### config.mk
export PLATFORM = sky130hd
export DESIGN_NAME = strip_header
export DESIGN_NICKNAME = d
export VERILOG_FILES = /design/src/rtl/strip_header_pkg.sv /design/src/rtl/strip_header_keep_popcount.sv /design/src/rtl/strip_header.sv
export SDC_FILE = /design/constraint.sdc
export NUM_CORES = 1
export LEC_CHECK = 0
export BUFFER_PORTS_ARGS = -buffer_cell sky130_fd_sc_hd__buf_2
export CAP_MARGIN = 40
export CORE_UTILIZATION = 28
export CTS_BUF_LIST = sky130_fd_sc_hd__clkbuf_8
export CTS_CLUSTER_DIAMETER = 100
export DETAILED_ROUTE_END_ITERATION = 8
export PLACE_DENSITY = 0.6
export RECOVER_POWER = 25
export SYNTH_ARGS = -nofsm -noshare
export SYNTH_HDL_FRONTEND = slang
export SYNTH_SLANG_ARGS = --single-unit
### constraint.sdc
create_clock -name clk -period 9.8 [get_ports clk]
set_input_delay 0.98 -clock clk [delete_from_list [all_inputs] [get_ports clk]]
set_output_delay 0.98 -clock clk [all_outputs]
set_load 0.01 [all_outputs]
### src/rtl/strip_header_pkg.sv
// Shared definitions for the header-stripping receive stage:
// status word layout, FSM states and the status-word builder.
package strip_header_pkg;

    localparam int STAT_W            = 32;
    localparam int STAT_LEN_LSB      = 0;
    localparam int STAT_LEN_MSB      = 15;
    localparam int STAT_MISMATCH_BIT = 16;
    localparam int STAT_RUNT_BIT     = 17;
    localparam int STAT_OVERFLOW_BIT = 18;

    typedef enum logic {
        HDR     = 1'b0,
        PAYLOAD = 1'b1
    } state_t;

    // An overflowed packet can never match its declared length, so MISMATCH follows OVERFLOW.
    function automatic logic [STAT_W-1:0] build_status(
        input logic [15:0] len,
        input logic        mismatch,
        input logic        runt,
        input logic        overflow
    );
        logic [STAT_W-1:0] w;
        w                                  = '0;
        w[STAT_LEN_MSB:STAT_LEN_LSB]       = len;
        w[STAT_MISMATCH_BIT]               = mismatch | overflow;
        w[STAT_RUNT_BIT]                   = runt;
        w[STAT_OVERFLOW_BIT]               = overflow;
        return w;
    endfunction

endpackage

### src/rtl/strip_header_keep_popcount.sv
// Combinational count of set byte-enable bits; tkeep may be non-contiguous.
module keep_popcount #(
    parameter int KW = 16
) (
    input  logic [KW-1:0]        keep,
    output logic [$clog2(KW):0]  count
);

    localparam int CW = $clog2(KW) + 1;

    always_comb begin
        count = '0;
        for (int i = 0; i < KW; i++) begin
            count = count + CW'(keep[i]);
        end
    end

endmodule

### src/rtl/strip_header.sv
// Strips a one-beat length header from each packet, passes the payload straight
// through and reports declared-vs-measured length on a one-deep status stream.
module strip_header
    import strip_header_pkg::*;
#(
    parameter int DW = 128
) (
    input  logic                clk,
    input  logic                reset,
    input  logic [DW-1:0]       axis_in_tdata,
    input  logic [DW/8-1:0]     axis_in_tkeep,
    input  logic                axis_in_tlast,
    input  logic                axis_in_tvalid,
    output logic                axis_in_tready,
    output logic [DW-1:0]       axis_out_tdata,
    output logic [DW/8-1:0]     axis_out_tkeep,
    output logic                axis_out_tlast,
    output logic                axis_out_tvalid,
    input  logic                axis_out_tready,
    output logic [STAT_W-1:0]   axis_stat_tdata,
    output logic                axis_stat_tvalid,
    input  logic                axis_stat_tready
);

    localparam int KW = DW / 8;
    localparam int CW = $clog2(KW) + 1;

    state_t              state_reg, state_next;
    logic [16:0]         byte_cnt_reg, byte_cnt_next;
    logic [15:0]         exp_len_reg, exp_len_next;
    logic [STAT_W-1:0]   stat_reg, stat_word;
    logic                stat_valid_reg;
    logic                stat_load;

    logic [CW-1:0]       pop_cnt;
    logic [17:0]         final_sum;
    logic                overflow;
    logic [15:0]         len_sat;
    logic                mismatch;

    keep_popcount #(.KW(KW)) u_popcount (
        .keep  (axis_in_tkeep),
        .count (pop_cnt)
    );

    assign final_sum = {1'b0, byte_cnt_reg} + 18'(pop_cnt);
    assign overflow  = |final_sum[17:16];
    assign len_sat   = overflow ? 16'hFFFF : final_sum[15:0];
    assign mismatch  = overflow || (final_sum[15:0] != exp_len_reg);

    always_comb begin
        state_next      = state_reg;
        byte_cnt_next   = byte_cnt_reg;
        exp_len_next    = exp_len_reg;
        stat_load       = 1'b0;
        stat_word       = stat_reg;
        axis_in_tready  = 1'b0;
        axis_out_tdata  = '0;
        axis_out_tkeep  = '0;
        axis_out_tlast  = 1'b0;
        axis_out_tvalid = 1'b0;

        case (state_reg)
            HDR: begin
                // Headers wait for the status slot so a finished packet's word is never overwritten.
                axis_in_tready = !stat_valid_reg || axis_stat_tready;
                if (axis_in_tvalid && axis_in_tready) begin
                    exp_len_next  = axis_in_tdata[15:0];
                    byte_cnt_next = '0;
                    if (axis_in_tlast) begin
                        stat_load = 1'b1;
                        stat_word = build_status(16'd0, 1'b0, 1'b1, 1'b0);
                    end else begin
                        state_next = PAYLOAD;
                    end
                end
            end
            PAYLOAD: begin
                axis_out_tdata  = axis_in_tdata;
                axis_out_tkeep  = axis_in_tkeep;
                axis_out_tlast  = axis_in_tlast;
                axis_out_tvalid = axis_in_tvalid;
                axis_in_tready  = axis_out_tready;
                if (axis_in_tvalid && axis_in_tready) begin
                    // Saturate so an extremely long packet keeps reporting overflow.
                    byte_cnt_next = final_sum[17] ? '1 : final_sum[16:0];
                    if (axis_in_tlast) begin
                        stat_load  = 1'b1;
                        stat_word  = build_status(len_sat, mismatch, 1'b0, overflow);
                        state_next = HDR;
                    end
                end
            end
        endcase

        if (reset) begin
            axis_in_tready  = 1'b0;
            axis_out_tdata  = '0;
            axis_out_tkeep  = '0;
            axis_out_tlast  = 1'b0;
            axis_out_tvalid = 1'b0;
            stat_load       = 1'b0;
        end
    end

    always_ff @(posedge clk) begin
        if (reset) begin
            state_reg      <= HDR;
            byte_cnt_reg   <= '0;
            exp_len_reg    <= '0;
            stat_reg       <= '0;
            stat_valid_reg <= 1'b0;
        end else begin
            state_reg    <= state_next;
            byte_cnt_reg <= byte_cnt_next;
            exp_len_reg  <= exp_len_next;
            if (stat_load) begin
                stat_reg       <= stat_word;
                stat_valid_reg <= 1'b1;
            end else if (stat_valid_reg && axis_stat_tready) begin
                stat_valid_reg <= 1'b0;
            end
        end
    end

    assign axis_stat_tdata  = stat_reg;
    assign axis_stat_tvalid = stat_valid_reg && !reset;

endmodule

# After elaboration in Yosys (flattened, before gate mapping)
# Index checks and enable logic that the tools add are counted.
# W data, S select, Z words.
op_classes:
  n_bitwise: 2
  n_reduce_logical: 13
  n_div: 0
  n_lt_le_gt_ge: 0
  muxes: 31
  n_eq_ne: 5
  n_addsub: 16
  n_shift: 0
  mul: 0
op_table:
  columns: ["op", "n"]
  rows:
  - ["$mux W128", 2]
  - ["$mux W32", 4]
  - ["$add A5 B1 Y5", 14]
  - ["$pmux W32 S2", 1]
  - ["$mux W17", 3]
  - ["$mux W16", 3]
  - ["$pmux W17 S2", 1]
  - ["$add A17 B5 Y18", 1]
  - ["$ne A16 B16 Y1", 1]
  - ["$mux W1", 14]
  - ["$ne A2 B2 Y1 const B", 3]
  - ["$pmux W1 S2", 3]
  - ["$reduce_and A5 Y1", 1]
  - ["$logic_and A1 B1 Y1", 4]
  - ["$reduce_and A2 Y1", 2]
  - ["$add A1 B1 Y2", 1]
  - ["$logic_not A1 Y1", 2]
  - ["$logic_or A1 B1 Y1", 2]
  - ["$ne A2 B1 Y1 const B", 1]
  - ["$reduce_bool A2 Y1", 1]
  - ["$reduce_or A2 Y1", 1]
  - ["$not A1 Y1", 1]
  - ["$or A1 B1 Y1", 1]
totals:
  latchBits: 0
  inputBits: 150
  out_inout_bits: 180
  mem_bits_ro: 0
  wordCells: 72
  memories: 0
  register_bits: 67
  mem_bits_rw: 0

# Depth between registers and ports, before layout
depth:
  ltp_word: 22
  ltp_mapped: 21
  mapped_depth_nobuf: 21

# Modules after synthesis
# From an unflattened synthesis, not the netlist that was laid out.
hier_totals:
  cells_unflattened: 618
  area_unflattened_um2: 4441.8
by_module_without_submodules:
  columns: ["mod", "n_inst", "area_per_inst_um2", "cells_per_inst", "seq_area_each_um2"]
  rows:
  - ["strip_header", 1, 4033.9, 571, 1081.0]
  - ["keep_popcount", 1, 407.9, 47, 0.0]

# Worst setup path before layout
# Ideal clock, no wire load.
synth_path:
  path_type: "input to register"
  start: "input port axis_in_tkeep[0]"
  end: "register byte_cnt_reg[12]"
  arrival_time_ns: 5.724
  path_buffers: 1
  setup_ns: 0.144
  path_slack_ns: 3.931
  cell_stages: 16
  t_required_ns: 9.656
  path_cell_list: "ha_1 -> inv_1 -> fa_1 -> fa_1 -> fa_1 -> fa_1 -> fa_1 -> fa_1 -> inv_1 -> ha_1 -> a211o_1 -> a21o_4 -> and4_4 -> a31oi_4 -> buf_4 -> a221oi_1"
synth_via:
  elab_chain_len: 19
synth_rtl:
  columns: ["item", "line", "source"]
  rows:
  - ["from (decl)", "strip_header.sv:11", "input logic [DW/8-1:0] axis_in_tkeep,"]
  - ["$add A1 B1 Y2", "strip_header_keep_popcount.sv:14", "count = count + CW'(keep[i]);"]
  - ["$add A5 B1 Y5 (14 in a row)", "strip_header_keep_popcount.sv:14", null]
  - ["$add A17 B5 Y18", "strip_header.sv:46", "assign final_sum = {1'b0, byte_cnt_reg} + 18'(pop_cnt);"]
  - ["$mux W17", "strip_header.sv:86", "byte_cnt_next = final_sum[17] ? '1 : final_sum[16:0];"]
  - ["$mux W17", "strip_header.sv:84", "if (axis_in_tvalid && axis_in_tready) begin"]
  - ["$pmux W17 S2", "strip_header.sv:63", "case (state_reg)"]
  - ["to (signal assigned)", "strip_header.sv:115", "byte_cnt_reg <= byte_cnt_next;"]
  - ["to (decl)", "strip_header.sv:29", "logic [16:0] byte_cnt_reg, byte_cnt_next;"]
# Every way passes these cells. The select of a mux whose other input is x is not followed.
# A chain may end at the register's enable or synchronous reset.

# Worst setup path in the final report
layout_path:
  start: "input port reset"
  end: "output port axis_out_tdata[45]"
layout_via:
  elab_chain_len: 1
layout_rtl:
  columns: ["item", "line", "source"]
  rows:
  - ["from (decl)", "strip_header.sv:9", "input logic reset,"]
  - ["$mux W128", "strip_header.sv:96", "if (reset) begin"]
  - ["to (decl)", "strip_header.sv:15", "output logic [DW-1:0] axis_out_tdata,"]
# Every way passes these cells.

==> qor.yml <==
run_status: "complete, but fails checks"
failed_checks: "capacitance limit, slew limit"
part_of_the_total_power_dissipated_in_the_clock_network_pct: 19.0
ys_types: 61
clock_insertion_delay_worst_skew_ps: 320
die_y_extent_um: 129
crit_path_max_delay_family: "simple AND/OR/NAND/NOR gates"
worst_supply_voltage_drop_on_vdd_mv: 0.0627
cellInternalPower_uw: 423
comb_power_share_pct: 47.5
via_per_inst: 4.67
detail-route-antenna-nets: 0
cts_hold_buf: 0
cell_with_the_most_instances_after_synthesis: "and2_1"
drc: 0
synth-compound-area-share_pct: 17.1
post_cts_setup_buffers: 0
tritoncts.num_buffers: 5
critPathSlowestCell: "nor2b_1"
coreArea_um2: 15400
maximum_number_of_pins_on_one_net_before_global_route_repair: 110
max-slew-margin-rel_pct: -62.1
cts-resized-gates: 0
synthesis.yosys.warnings: 0
synth_enable_flop_cells: 0
grt_busiest_layer: "met2"
tightest_slew_ps: 2430
timing.fmax_ghz: 0.156
synth_top_family_by_area: "simple AND/OR/NAND/NOR gates"
setup_tns_ps: 0
cp_data_arrival_time_ps: 5450
slew_viol_final: 91
numPlacedInstances: 1075
drt_pre_antenna_iters: 4
area_delta_synth_final_pct: 38.1
setup_slack_ps: 3370
post_synth_most_frequent_cells: "and2_1 (149), nand2_1 (63), dfxtp_1 (54), a21oi_1 (43), inv_1 (32)"
avgRoutedWirePerCell_um: 20.3
post_synth.cell_area_avg_um2: 7.69
finalSetupViolations: 0
post_synthesis_register_bit_count: 54
timing.hold.ws_ps: 455
initial_core_util_pct: 29.1
p_total_uw: 696
grtUsageTotal_pct: 25.7
critPathKind: "in -> out"
regArea_um2: 1080
design.die.area_um2: 16500
critPathMostFrequentCell: "buf_2"
port_buffers: 316
gr_layer_usage_met2_pct: 40.0
synthMuxAreaShare_pct: 0.724
synth.cell_area_um2: 4490
largest_register_ff_count: 19
ys_dominant_reg_cell: "dfxtp_1"
power_density_nw_per_um2: 112
clkTransAtPathRegs_ps: 90
worst_ep_required_time_ps: 8820
fraction_of_synthesized_cell_area_in_xor_and_xnor_cells_pct: 6.60
final_nets: 1043
std_cell_rows: 45
post_synth_and_or_nand_nor_area_fraction_pct: 34.9
fin_skew_ps: 13.1
post-dp-hpwl_um: 18700
max-clock-path-buffers: 2
cp_max_fo: 109
cp_launch_type: "primary input"
timing.critical_path.slowest_cell_delay_ps: 1980
synth-seq-area-share_pct: 24.1
rsz_0062_raised_after_global_routing: "no"
drive_gt1_share_pct: 36.6
min_path_type: "reg -> reg"
endpoint_kind: "output pin"
die-width_um: 129
path_cells: "buf_2 -> clkbuf_1 -> nor2b_1 -> buf_4 -> and2_1 -> buf_2"
remaining_overflow_grt: 0
cap_viol_max_count: 2
synth_top_cell_area_share_pct: 24.1
dpl_worst_slack_ps: 3370
final_min_period_over_clock_period_pct: 65.6
reported_net_switching_power_uw: 273
global_route_wire_length_before_repair_um: 30800
report.final.hold_viol_count: 0
grt.met3_usage_pct: 5.28
static_power_due_to_leakage_uw: 0.00320
grt_pass1_vias: 4553
synth_adder_area_share_pct: 7.97
detail_route.iter0.violations: 339
cp_num_buf_inv: 4
power.share.switching_pct: 39.2
share_seq_of_total_power_pct: 33.5
cts_sinks: 54
cts.root.buffer_cell: "clkbuf_8"
route.final.wire_length_um: 22000
stdcell_count: 1084
tritoncts_clock_tree: "yes"
synth_largest_area_cell: "dfxtp_1"
antenna_found_initial: 8
synthCells: 584
multi_input_area_um2: 3070
routabilityCongestion: 0.898
ctsHtreeMaxLevel: 2
detailroute.via_count: 5059
async_flop_share_pct: 0
groute.layer.met1.usage_pct: 36.8
floorplan.io_pins: 330
fin_crit_ps: 6430
post_synth_main_area_contributors: "dfxtp_1 (24%), and2_1 (21%), nand2_1 (5.3%), fa_1 (4.9%), a21oi_1 (4.8%)"
n_fill_cell: 1765
layer usage:
layer  wire length (um)  share of wire [%]
met5                 27               0.12
met1              10300                 47
met3               1450                6.6
met2               9980                 45
met4                245                1.1
worst paths after layout:
path | from | end | slack, ps | depth (start not counted)
max reg2reg | state_reg$_SDFF_PP0_ | byte_cnt_reg[5]$_SDFFE_PP0P_ | 7010 | 5
min | axis_stat_tdata[8]$_SDFFE_PP0P_ | axis_stat_tdata[8]$_SDFFE_PP0P_ | 460 | 2
max | reset | axis_out_tdata[45] | 3370 | 6
min reg2reg | axis_stat_tdata[8]$_SDFFE_PP0P_ | axis_stat_tdata[8]$_SDFFE_PP0P_ | 460 | 2
area by class of cell:
cell class,count,share of cell area (%)
timing repair buffer,321,25.4
inverter,32,1.94
clock inverter,2,0.141
multi-input combinational,457,49.5
tap,211,4.26
clock buffer,6,1.33
sequential,54,17.4
antenna,1,0.0403
power groups by stage:
stage	registers (uW)	logic, uW	clock network (uW)
after global placement	238	332	0
final	233	331	132
after floorplan	237	227	0
after detailed placement	238	333	0
after CTS	233	335	133
after global routing	234	363	141
worst reg2reg max path, delay by kind of cell (launching register included):
kind,cells,cell delay (ps)
DFF,1,340
and+or+nand+nor,2,670
AOI/OAI and AO/OA,1,400
buffers and inverters,2,1280
kinds of logic (layout without fill, tap and decap cells):
logic type / Yosys count / in the layout
and+or+nand+nor: 283 / 283
DFF: 54 / 54
AOI/OAI and AO/OA: 104 / 104
adders and majority gates: 22 / 22
buffers and inverters: 85 / 361
muxes: 2 / 2
xor gates and xnor gates: 33 / 33
other: 1 / 14
cell usage in the layout, fill, tap and decap left out, types with 9 or more instances in the layout:
| cell | synthesis | final |
|---|---|---|
| a21oi_1 | 43 | 43 |
| and2_0 | 0 | 9 |
| and2_1 | 149 | 140 |
| buf_2 | 5 | 290 |
| clkbuf_1 | 31 | 29 |
| conb_1 | 1 | 13 |
| dfxtp_1 | 54 | 54 |
| fa_1 | 11 | 11 |
| ha_1 | 11 | 11 |
| inv_1 | 32 | 33 |
| nand2_1 | 63 | 63 |
| nand2b_1 | 9 | 9 |
| nand3_1 | 12 | 12 |
| nor2_1 | 23 | 23 |
| o211ai_1 | 11 | 11 |
| xnor2_1 | 20 | 20 |
| xor2_1 | 12 | 12 |
through the flow:
step	area [um2]	utilization, %
CTS	6250	40.5
detailed placement	6160	39.9
finish	6200	40.2
floorplan	4540	-
global route	6200	40.2
global placement	6160	39.9
Note: power is estimated with default switching activity, not from simulation.
